--- config.mk ---
export PLATFORM = sky130hd
export DESIGN_NAME = gcd_result_bcd
export DESIGN_NICKNAME = d
export VERILOG_FILES = /design/src/rtl/gcd_result_bcd.sv
export SDC_FILE = /design/constraint.sdc
export NUM_CORES = 1
export LEC_CHECK = 0
export ABC_AREA = 1
export BUFFER_PORTS_ARGS = -buffer_cell sky130_fd_sc_hd__buf_2
export CORE_ASPECT_RATIO = 1.1
export CORE_MARGIN = 8
export CORE_UTILIZATION = 40
export DETAILED_ROUTE_END_ITERATION = 6
export GPL_TIMING_DRIVEN = 0
export SLEW_MARGIN = 40
export SYNTH_ARGS = -nofsm -noshare
export SYNTH_HDL_FRONTEND = slang
export SYNTH_SLANG_ARGS = --single-unit
export TNS_END_PERCENT = 10
--- constraint.sdc ---
create_clock -name Clk -period 3.73 [get_ports Clk]
set_input_delay 0 -clock Clk [delete_from_list [all_inputs] [get_ports Clk]]
set_output_delay 0 -clock Clk [all_outputs]
set_load 0.01 [all_outputs]
--- src/rtl/gcd_result_bcd.sv ---
// Iterative double-dabble converter: 8-bit GCD result to three BCD digits.
// Optional leading-zero blanking of the digit enables when ZERO_BLANK_EN is defined.
module gcd_result_bcd (
  input  logic       Clk,
  input  logic       Reset,
  input  logic       CEN,
  input  logic       Start,
  input  logic       Ack,
  input  logic [7:0] Value,
  output logic [3:0] Hundreds,
  output logic [3:0] Tens,
  output logic [3:0] Ones,
  output logic [2:0] Dig_En,
  output logic       q_I,
  output logic       q_Adj,
  output logic       q_Shift,
  output logic       q_Done
);

  typedef enum logic [3:0] {
    I     = 4'b0001,
    ADJ   = 4'b0010,
    SHIFT = 4'b0100,
    DONE  = 4'b1000
  } state_t;

  state_t      state, next_state;
  logic [7:0]  v;
  logic [2:0]  cnt;

  function automatic logic [3:0] adj3(input logic [3:0] d);
    return (d >= 4'd5) ? d + 4'd3 : d;
  endfunction

  always_ff @(posedge Clk or posedge Reset) begin
    if (Reset) state <= I;
    else       state <= next_state;
  end

  // Illegal encodings fall into an unknown state that only Reset clears.
  always_comb begin
    next_state = state;
    case (state)
      I:       if (Start) next_state = ADJ;
      ADJ:     if (CEN)   next_state = SHIFT;
      SHIFT:   if (CEN)   next_state = (cnt == 3'd7) ? DONE : ADJ;
      DONE:    if (Ack)   next_state = I;
      default: next_state = state_t'(4'bxxxx);
    endcase
  end

  always_ff @(posedge Clk or posedge Reset) begin
    if (Reset) begin
      v        <= 8'd0;
      cnt      <= 3'd0;
      Hundreds <= 4'd0;
      Tens     <= 4'd0;
      Ones     <= 4'd0;
    end else begin
      case (state)
        I: if (Start) begin
          v        <= Value;
          cnt      <= 3'd0;
          Hundreds <= 4'd0;
          Tens     <= 4'd0;
          Ones     <= 4'd0;
        end
        ADJ: if (CEN) begin
          Hundreds <= adj3(Hundreds);
          Tens     <= adj3(Tens);
          Ones     <= adj3(Ones);
        end
        // The hundreds MSB is always 0 here, so dropping it loses nothing.
        SHIFT: if (CEN) begin
          {Hundreds, Tens, Ones, v} <= {Hundreds[2:0], Tens, Ones, v, 1'b0};
          cnt <= cnt + 3'd1;
        end
        default: ;
      endcase
    end
  end

`ifdef ZERO_BLANK_EN
  assign Dig_En = {Hundreds != 4'd0, (Hundreds != 4'd0) || (Tens != 4'd0), 1'b1};
`else
  assign Dig_En = 3'b111;
`endif

  assign q_I     = state[0];
  assign q_Adj   = state[1];
  assign q_Shift = state[2];
  assign q_Done  = state[3];

endmodule

==> results.md <==
- Status: finished, final reports clean
- Cell at the root of the clock tree: sky130_fd_sc_hd__clkbuf_8
- Worst vdd rail ir drop: 0.291 mV
- Number of sinks driven by the clock tree: 27
- Initial DRC Count: 52
- Clock buffer depth: 2
- I/O Buffers: 28
- Count of unique library cells instantiated by Yosys: 26
- Post-DP HPWL: 2940 um
- Routed Wire Length: 3840 um
- Fill cell count: 463
- Proportion of layout cells with a drive suffix above 1: 27.2%
- Post-route clock period utilization: 41.2%
- Average vias per placed instance: 4.75
- Summed instance area of the synthesized netlist: 1850 um^2
- Total clock buffers created by CTS: 3
- Highest layer used for signal routing: met4
- Insertion delay to the later sink of the worst-skew pair: 0.27 ns
- Max Clock Freq: 0.651 GHz
- Total Power: 0.00161 W
- Maximum single-stage delay on the critical path: 0.45 ns
- Final standard cell utilization of the core: 46.8%
- Vias in the first global route: 1523
- Total of warnings raised by yosys: 0
- Transition time of the tightest slew-check pin: 0.589 ns
- Setup Skew: 0.00393 ns
- Slowest cell on the critical path: sky130_fd_sc_hd__dfrtp_1
- Type of element capturing the critical path: flip-flop
- Dominant cell type by count on the critical path: sky130_fd_sc_hd__nand2_1
- Leading post-synthesis cells by cell area: sky130_fd_sc_hd__dfrtp_1 35%, sky130_fd_sc_hd__nand2_1 14%, sky130_fd_sc_hd__nand3_2 7.0%
- Final setup violation count: 0
- CP Class: reg2reg
- Count of H-tree levels built during CTS: 1
- Post-Syn Instances: 236
- Cell Rows: 26
- Max-slew violations: 0
- R2R setup slack: 2.19 ns
- Max-capacitance violation count: 0
- Drc violations: 0
- Die span in x: 80.8 um
- Final antenna-violating net count: 0
- Largest net degree at the start of global routing: 28
- Number of gates resized after CTS: 0
- Most frequently used flop master after synthesis: sky130_fd_sc_hd__dfrtp_1
- Average cell area after synthesis: 7.83 um^2
- Asr flop ratio synth: 100%
- Top-Level Pins: 32
- Type of the tightest min-delay check: in2reg
- Overflow left after global routing: 0
- Number of antenna violations at the first check in global routing: 0
- Number of antenna cells inserted: 0
- Proportion of netlist area held by the largest area contributor: 35.2%
- Endpoint required time on the critical path: 3.91 ns
- Routability congestion estimate from global placement: 0.773
- Overall Global Routing Usage: 11.6%
- Cell taking the most area after synthesis: sky130_fd_sc_hd__dfrtp_1
- Metal1 wirelength: 1810 um
- Post-DR wirelength/cell: 11.7 um
- Core outline area: 4550 um^2
- Clock transition at the register clock pins on the worst setup and hold paths after CTS: 0.09 ns
- Total power density per cell area: 758 nW/um^2
- TritonRoute pass-1 iters: 4
- Post-CTS setup repair buffer count: 0
- Sequential element share of the synthesized area: 36.7%
- TritonCTS clock tree: built
- Leakage: 1.14 nW
- Routed wire length on met3: 162 um
- Synth-to-Final Area Change: 15.3%
- Fin. Hold Viols: 0
- Total Neg Setup Slack: 0 ns
- Starting density of the core: 40.5%
- Chip height: 87.3 um
- Die Outline Area: 7050 um^2
- Final net count: 294
- Cell Chain, Critical Path: inv_1 > ha_1 > a21boi_0 > nor2_1 > nor2_4 > nand2_1 > nand2_1 > nand2_1
- Number of enable flip-flop cells after synthesis: 0
- Yosys reg bits: 27
- Total via count after detailed routing: 1557
- Critical Path Start Type: flip-flop
- Routed length on met2: 1820 um
- Unrepaired setup endpoints after global routing: no
- Crit path arrival time: 1.71 ns
- Critical Path Fanout Max: 6
- Slew headroom: 60.7%
- Minimum clock period after layout: 1.54 ns
- Wire length of the first global-routing pass: 6710 um
state kept, by name (all words and copies together), names as in the netlist:
name	cells
Ones	4
Tens	4
cnt	3
v	8
state	4
Hundreds	4
critical path: cells and delay by family (launching register included):
kind / cells / cell delay, ns
flops: 1 / 0.45
fa+ha+maj: 1 / 0.22
buf+inv: 1 / 0.08
simple gates: 5 / 0.49
compound gates: 1 / 0.19
layer usage:
metal	vias to the layer above	track usage, %
li1	820	-
met2	27	19.4
met4	0	3.90
met1	705	14.7
met3	5	1.86
met5	-	0
cell usage after synthesis (2+ instances only):
cell type / count
sky130_fd_sc_hd__nand2_1: 70
sky130_fd_sc_hd__dfrtp_1: 26
sky130_fd_sc_hd__inv_1: 25
sky130_fd_sc_hd__nand3_1: 19
sky130_fd_sc_hd__o21ai_0: 19
sky130_fd_sc_hd__nand3_2: 13
sky130_fd_sc_hd__o21ai_1: 9
sky130_fd_sc_hd__ha_1: 8
sky130_fd_sc_hd__nor2_1: 7
sky130_fd_sc_hd__nand2_4: 6
sky130_fd_sc_hd__nor2_4: 5
sky130_fd_sc_hd__a21boi_0: 3
sky130_fd_sc_hd__buf_4: 3
sky130_fd_sc_hd__buf_6: 3
sky130_fd_sc_hd__inv_2: 3
sky130_fd_sc_hd__nor2_2: 3
sky130_fd_sc_hd__xor2_1: 3
sky130_fd_sc_hd__buf_2: 2
sky130_fd_sc_hd__nand4_1: 2
area by class of cell:
| class | count | area [um^2] | area share, % |
|---|---|---|---|
| Tap cell | 56 | 70.1 | 3.29 |
| Timing Repair Buffer | 30 | 160 | 7.52 |
| Multi-Input combinational cell | 173 | 988 | 46.4 |
| Clock buffer | 4 | 45.0 | 2.12 |
| Buffer | 8 | 66.3 | 3.11 |
| Inverter | 30 | 123 | 5.76 |
| Sequential cell | 27 | 677 | 31.8 |
report_power, final:
group	total [W]	switching [W]	internal, W
logic	0.000930	0.000593	0.000337
registers	0.000514	0.000102	0.000411
clock network	0.000170	0.0000929	0.0000767
cell usage in the layout, fill, tap and decap left out, types with 4 or more instances in the layout:
master,n
sky130_fd_sc_hd__inv_1,24
sky130_fd_sc_hd__o21ai_1,9
sky130_fd_sc_hd__o21ai_0,19
sky130_fd_sc_hd__nor2_1,7
sky130_fd_sc_hd__buf_2,30
sky130_fd_sc_hd__nand2_1,70
sky130_fd_sc_hd__nand3_1,19
sky130_fd_sc_hd__ha_1,8
sky130_fd_sc_hd__nor2_4,5
sky130_fd_sc_hd__dfrtp_1,26
sky130_fd_sc_hd__nand3_2,13
sky130_fd_sc_hd__inv_2,4
sky130_fd_sc_hd__nand2_4,6
timing repair:
item | in CTS | in global routing
hold buffers | 2 | 0
setup endpoints to repair | 0 | 0
hold endpoints to repair | 27 | 0
final timing paths:
check	depth (start not counted)	endpoint	from
min in group asynchronous	3	v[0]$_DFFE_PP0P_	Reset
worst max-delay path	8	Tens[0]$_DFFE_PP0P_	Tens[0]$_DFFE_PP0P_
worst min-delay path	3	cnt[1]$_DFFE_PP0P_	CEN
worst max register to register	8	Tens[0]$_DFFE_PP0P_	Tens[0]$_DFFE_PP0P_
worst min register to register	1	cnt[0]$_DFFE_PP0P_	cnt[0]$_DFFE_PP0P_
max in group asynchronous	3	Ones[2]$_DFFE_PP0P_	Reset
logic make-up (layout without fill, tap and decap cells):
kind of cell	Yosys count	after routing	share of synthesized area, %
other cells	1	3	0.203
compound gates	33	33	9.48
fa+ha+maj	8	8	5.42
xor+xnor	3	3	1.42
buf+inv	38	72	10.2
simple gates	126	126	36.6
flops	27	27	36.7
stage by stage:
stage          setup WS (ns)  instances  hold slack (ns)  area (um^2)
2_1_floorplan           2.30        238           0.0520         1850
3_3_place_gp            2.20        322            0.254         2060
3_5_place_dp            2.17        322            0.106         2060
4_1_cts                 2.16        328           0.0243         2130
5_1_grt                 2.05        328           0.0341         2130
6_report                2.19        328           0.0272         2130
Power figures use the tool's default switching activity.
